===== config.mk =====
export PLATFORM = sky130hd
export DESIGN_NAME = camera_frame_stream_packer
export DESIGN_NICKNAME = d
export VERILOG_FILES = /design/src/rtl/camera_frame_stream_packer.sv
export SDC_FILE = /design/constraint.sdc
export NUM_CORES = 1
export LEC_CHECK = 0
export BUFFER_PORTS_ARGS = -buffer_cell sky130_fd_sc_hd__buf_4
export CORE_MARGIN = 2
export CORE_UTILIZATION = 50
export DETAILED_ROUTE_END_ITERATION = 10
export MAX_ROUTING_LAYER = met4
export PLACE_DENSITY = 0.81
export SLEW_MARGIN = 5
export SYNTH_ARGS = -nofsm -noshare
export SYNTH_HDL_FRONTEND = slang
export SYNTH_SLANG_ARGS = --single-unit

===== constraint.sdc =====
create_clock -name sys_clk -period 8.3 [get_ports sys_clk]
set_input_delay 1.245 -clock sys_clk [delete_from_list [all_inputs] [get_ports sys_clk]]
set_output_delay 1.245 -clock sys_clk [all_outputs]
set_load 0.005 [all_outputs]

===== src/rtl/camera_frame_stream_packer.sv =====
// camera_frame_stream_packer: selects one of NUM_CH pixel streams and packs a WxH frame into AXI4-Stream beats
module camera_frame_stream_packer #(
   parameter int NUM_CH = 3,
   parameter int PIX_W  = 16,
   parameter int AXIS_W = 64,
   parameter int DIM_W  = 16,
   parameter int CNT_W  = 32,
   localparam int SEL_W = (NUM_CH > 1) ? $clog2(NUM_CH) : 1
) (
   input  logic                    sys_clk,
   input  logic                    sys_rst_n,
   input  logic                    capture,
   input  logic [SEL_W-1:0]        ch_sel,
   input  logic [DIM_W-1:0]        image_width,
   input  logic [DIM_W-1:0]        image_height,
   input  logic [CNT_W-1:0]        timeout,
   input  logic [NUM_CH*PIX_W-1:0] ch_tdata,
   input  logic [NUM_CH-1:0]       ch_tvalid,
   input  logic [NUM_CH-1:0]       ch_sof,
   output logic [NUM_CH-1:0]       ch_tready,
   output logic [AXIS_W-1:0]       m_axis_tdata,
   output logic [AXIS_W/8-1:0]     m_axis_tkeep,
   output logic                    m_axis_tlast,
   output logic                    m_axis_tvalid,
   input  logic                    m_axis_tready,
   output logic                    busy,
   output logic                    done,
   output logic                    timeout_err,
   output logic                    cfg_err,
   output logic [CNT_W-1:0]        xfer_cnt
);
   localparam int PPW   = AXIS_W / PIX_W;
   localparam int BPP   = PIX_W / 8;
   localparam int LN_W  = $clog2(PPW + 1);
   localparam int TOT_W = 2 * DIM_W;
   typedef enum logic [1:0] {IDLE, ARM, PACK, LAST} state_t;
   state_t state, state_n;
   logic [SEL_W-1:0] sel;
   logic [TOT_W-1:0] total, pix_cnt;
   logic [LN_W-1:0] lane;
   logic [AXIS_W-1:0] acc, acc_n;
   logic [CNT_W-1:0] wd;
   logic [PIX_W-1:0] pix;
   logic rdy_en, to_flag, sel_rdy, px_hs, ack, take, is_last, load, idle, expire, cap_ok;
   function automatic logic [AXIS_W/8-1:0] keep_of(input int n);
      keep_of = '0;
      for (int i = 0; i < PPW; i++) keep_of[i*BPP +: BPP] = {BPP{i < n}};
   endfunction
   assign busy    = state != IDLE;
   assign pix     = ch_tdata[sel*PIX_W +: PIX_W];
   assign sel_rdy = state == ARM || (state == PACK && (!m_axis_tvalid || m_axis_tready));
   assign px_hs   = ch_tvalid[sel] && ch_tready[sel];
   assign ack     = m_axis_tvalid && m_axis_tready;
   assign take    = px_hs && (state == PACK || (state == ARM && ch_sof[sel]));
   assign is_last = pix_cnt == total - TOT_W'(1);
   assign load    = take && (is_last || lane == LN_W'(PPW - 1));
   assign acc_n   = acc | (AXIS_W'(pix) << (lane * PIX_W));
   assign idle    = (state == ARM || state == PACK) && !px_hs && !ack;
   // a pending stalled beat holds the output register, so a PACK abort waits for it to drain
   assign expire  = timeout != '0 && idle && wd >= timeout - CNT_W'(1) && (state == ARM || !m_axis_tvalid);
   assign cap_ok  = image_width != '0 && image_height != '0 && 32'(ch_sel) < NUM_CH;
   always_comb begin
      ch_tready = '0;
      for (int k = 0; k < NUM_CH; k++) ch_tready[k] = rdy_en && (state == IDLE || sel != SEL_W'(k) || sel_rdy);
   end
   always_comb begin
      state_n = state;
      case (state)
         IDLE: state_n = (capture && cap_ok) ? ARM : IDLE;
         ARM:  state_n = expire ? IDLE : take ? (is_last ? LAST : PACK) : ARM;
         PACK: state_n = (expire || (load && is_last)) ? LAST : PACK;
         LAST: state_n = ack ? IDLE : LAST;
         default: state_n = IDLE;
      endcase
   end
   always_ff @(posedge sys_clk) begin
      if (!sys_rst_n) state <= IDLE;
      else state <= state_n;
   end
   always_ff @(posedge sys_clk) begin
      if (!sys_rst_n) begin
         rdy_en <= 1'b0;
         sel <= '0;
         total <= '0;
         pix_cnt <= '0;
         lane <= '0;
         acc <= '0;
         wd <= '0;
         to_flag <= 1'b0;
         m_axis_tdata <= '0;
         m_axis_tkeep <= '0;
         m_axis_tlast <= 1'b0;
         m_axis_tvalid <= 1'b0;
         done <= 1'b0;
         timeout_err <= 1'b0;
         cfg_err <= 1'b0;
         xfer_cnt <= '0;
      end else begin
         rdy_en <= 1'b1;
         done <= 1'b0;
         timeout_err <= 1'b0;
         cfg_err <= 1'b0;
         wd <= idle ? wd + CNT_W'(1) : '0;
         if (ack) begin
            xfer_cnt <= xfer_cnt + CNT_W'(1);
            m_axis_tvalid <= 1'b0;
         end
         if (state == IDLE && capture) begin
            if (cap_ok) begin
               sel <= ch_sel;
               total <= TOT_W'(image_width) * TOT_W'(image_height);
               pix_cnt <= '0;
               lane <= '0;
               acc <= '0;
               to_flag <= 1'b0;
               xfer_cnt <= '0;
            end else cfg_err <= 1'b1;
         end
         if (take) begin
            pix_cnt <= pix_cnt + TOT_W'(1);
            if (load) begin
               m_axis_tdata <= acc_n;
               m_axis_tkeep <= keep_of(int'(lane) + 1);
               m_axis_tlast <= is_last;
               m_axis_tvalid <= 1'b1;
               acc <= '0;
               lane <= '0;
            end else begin
               acc <= acc_n;
               lane <= lane + LN_W'(1);
            end
         end
         if (expire && state == PACK) begin
            m_axis_tdata <= acc;
            m_axis_tkeep <= keep_of(int'(lane));
            m_axis_tlast <= 1'b1;
            m_axis_tvalid <= 1'b1;
            to_flag <= 1'b1;
            acc <= '0;
            lane <= '0;
         end
         if (expire && state == ARM) timeout_err <= 1'b1;
         if (state == LAST && ack) begin
            done <= !to_flag;
            timeout_err <= to_flag;
         end
      end
   end
endmodule


==> results.py <==
metrics = {
    "pwr": {
        "power.switching_mw": 3.28,
        "p_sw_share_pct": 44.5,
        "ir_drop_mv": 0.252,
        "powerDensity_nw_per_um2": 292,
        "power_frac_comb_pct": 63.4,
        "p_clk_share_pct": 17.4,
        "p_seq_share_pct": 19.2,
        "power_leakage_nw": 11.1,
        "p_int_mw": 4.09,
    },
    "clock_network": {
        "cts_buffers": 27,
        "cts.clk_slew.worst_paths_ns": 0.07,
        "post_cts_buffers": 0,
        "clk_latency_ns": 0.57,
        "cts_tree": "built",
        "ctsHoldBuffers": 0,
        "cts_htree_levels": 1,
        "cts_root_buffer": "clkbuf_16",
        "clock_path_buffers": 3,
        "cts_sinks": 274,
        "cts_resized": 0,
    },
    "finish": {
        "post-route-cell-area_sq_um": 25200,
        "fillers": 3849,
        "layout_common_cells": "282 x nand2_1, 274 x dfxtp_1, 272 x inv_1",
        "regArea_sq_um": 5490,
        "layout_commonest_cell": "nand2_1",
        "drive_above_1_share_pct": 12.8,
        "insertedDiodeCount": 0,
        "nNetsFinal": 3249,
        "area_delta_synth_final_pct": 12.9,
        "multiInputGateArea_sq_um": 15100,
        "fin_cells": 3395,
    },
    "setup_path": {
        "critical_path_class": "in2reg",
        "critPathRequiredTime_ns": 8.76,
        "path_max_fanout": 17,
        "crit_arrival_ns": 7.01,
        "end_kind": "register",
        "startpoint_type": "primary input",
    },
    "worst_hold_path": {
        "hold_path.class": "reg2reg",
    },
    "yosys": {
        "ys_ff_latch": 274,
        "synthArstFlopShare_pct": 0,
        "synthesis.area_sq_um": 22300,
        "synth_edf_count": 0,
        "synth_cells": 2641,
        "synth_nets": 3107,
        "syn_area_per_cell_sq_um": 8.45,
        "synth_cell_types": 70,
        "yosys_warnings": 0,
        "synth.yosys.seq_area_share_pct": 24.6,
        "synth_ff_type": "dfxtp_1",
    },
    "sta": {
        "drv_slew": 0,
        "tns_ns": 0,
        "rsz0062_at_grt": "false",
        "worst_hold_slack_ns": 0.461,
        "relSlewSlack_pct": 29.6,
        "setup_viol": 0,
        "finalCritPeriodShare_pct": 78.9,
        "max_freq_mhz": 153,
        "worst_slew_pin_slew_ns": 1.05,
        "fin_skew_ns": 0.0278,
        "finalCriticalPeriod_ns": 6.55,
        "finalHoldViolations": 0,
    },
    "global_route": {
        "grt_pass1_vias": 19300,
        "grt_start_max_net_pins": 79,
        "grt_pass1_wl_um": 98000,
        "grt.overflow.total": 0,
        "track_usage_pct": 26.1,
        "antenna_found_initial": 0,
    },
    "detailed_routing": {
        "drt_pass1_iterations": 7,
        "wire_per_inst_um": 17.8,
        "drc": 0,
        "post_drt_via_cell_ratio": 5.78,
        "drt_iter0_markers": 1787,
        "via_count": 19600,
        "ant_nets": 0,
        "wl_um": 60400,
    },
    "placement": {
        "hpwl_um": 45000,
        "port_buffers": 236,
        "placed_area_sq_um": 24300,
        "place_congestion": 0.964,
        "post-place-cells": 3346,
    },
    "floorplan": {
        "coreArea_sq_um": 44100,
        "ioPinCount": 237,
        "dieArea_sq_um": 46300,
        "initial_core_util_pct": 50.6,
        "fp-row-count": 77,
        "die_w_um": 215,
        "die_h_um": 215,
    },
    "status": {
        "status": "complete, no violations",
    },
    "run": {
        "drv_cap": 0,
    },
}
-- power groups by stage --
stage | clock (mW) | combinational, mW | sequential (mW)
final | 1.28 | 4.67 | 1.42
after global routing | 1.34 | 5.29 | 1.42
after CTS | 1.29 | 4.64 | 1.41
after detailed placement | 0 | 4.60 | 1.44
after global placement | 0 | 4.43 | 1.44
after floorplan | 0 | 3.59 | 1.43
-- sequential cells by signal, summed over array words and instances, names as in the netlist --
signal / cells
xfer_cnt: 32
done: 1
m_axis_tlast: 1
timeout_err: 1
cfg_err: 1
acc: 64
total: 32
m_axis_tvalid: 1
sel: 2
m_axis_tkeep: 4
pix_cnt: 32
rdy_en: 1
state: 2
lane: 3
to_flag: 1
wd: 32
m_axis_tdata: 64
-- metrics by stage --
stage | worst slack, ns | utilization (%) | total power, mW
floorplan | 1.45 | - | 5.02
global placement | 1.28 | 55.0 | 5.87
detailed placement | 1.19 | 55.0 | 6.05
CTS | 1.78 | 57.1 | 7.35
global route | 1.35 | 57.1 | 8.06
finish | 1.75 | 57.1 | 7.37
-- synthesized netlist by cell type (12+ instances only) --
cell      number  area, sq um
a21oi_1      193          966
buf_6         17          191
buf_2         12         60.1
nand4_1       25          156
or4_1         14          105
and3_1        33          206
nand2b_1      12         75.1
o31ai_1       68          510
nor3_1        38          190
and2_1       140          876
xor2_1        61          534
inv_1        272         1020
a211oi_1      17          128
o21ai_0       48          240
nor4_1        25          156
fa_1         194         3880
or3_1         27          169
a21oi_2       26          228
nand2_1      283         1060
dfxtp_1      274         5490
nor2_1       195          732
ha_1         148         1850
nand3_1       69          345
a21o_1        16          120
o21ai_1       17         85.1
mux2i_1       19          190
a31oi_1       60          375
clkbuf_1      95          357
nor2b_1       15         93.8
or2_2         12         75.1
xnor2_1       85          744
-- logic make-up (layout without fill, tap and decap cells) --
group                    count (synthesis)  in the layout  share of synthesized area [%]
AND/OR/NAND/NOR                        924            924                           20.4
buffers and inverters                  413            575                           7.75
adder cells (fa/ha/maj)                342            342                           25.7
AO/OA/AOI/OAI                          519            519                           14.8
flip-flops                             274            274                           24.6
multiplexers                            23             23                           1.05
XOR/XNOR                               146            146                           5.73
-- layer usage --
| metal | part of all wire (%) | vias up | GRT usage (%) | wire, um |
|---|---|---|---|---|
| li1 | - | 9159 | - | - |
| met1 | 44 | 9471 | 34.9 | 26600 |
| met2 | 46 | 863 | 42.2 | 28000 |
| met3 | 7.1 | 124 | 2.86 | 4280 |
| met4 | 2.5 | 0 | 7.33 | 1520 |
| met5 | 0 | - | - | 0 |
-- critical path, cell delays in order --
cell and delay, ns:
buf_4 0.23, nand2_1 0.12, fa_1 0.55, inv_1 0.05, fa_1 0.50, inv_1 0.05
fa_1 0.53, inv_1 0.05, fa_1 0.45, fa_1 0.49, inv_1 0.05, fa_1 0.47
inv_1 0.04, ha_1 0.35, o21ai_0 0.28, a21oi_1 0.12, a221oi_1 0.27, o31ai_1 0.21
a31oi_1 0.31, a31oi_1 0.16, a31oi_1 0.23, nand4_1 0.12, o211ai_1 0.14
-- final cells by class --
class                      count  share of cell area (%)
inverter                     273                    4.07
clock buffer                  35                    3.00
clock inverter                14                   0.690
sequential                   274                    21.8
tap                          592                    2.94
multi-input combinational   1954                    60.0
timing repair buffer         253                    7.54
-- worst paths after layout --
| check | start | end | slack, ns | depth (start not counted) |
|---|---|---|---|---|
| worst min register to register | acc[59] | acc[59] | 0.46 | 1 |
| worst max register to register | total[8] | acc[43] | 3.19 | 11 |
| worst max-delay path | image_height[7] | total[30] | 1.75 | 23 |
| worst min-delay path | acc[59] | acc[59] | 0.46 | 1 |
Note: power is estimated with default switching activity, not from simulation.
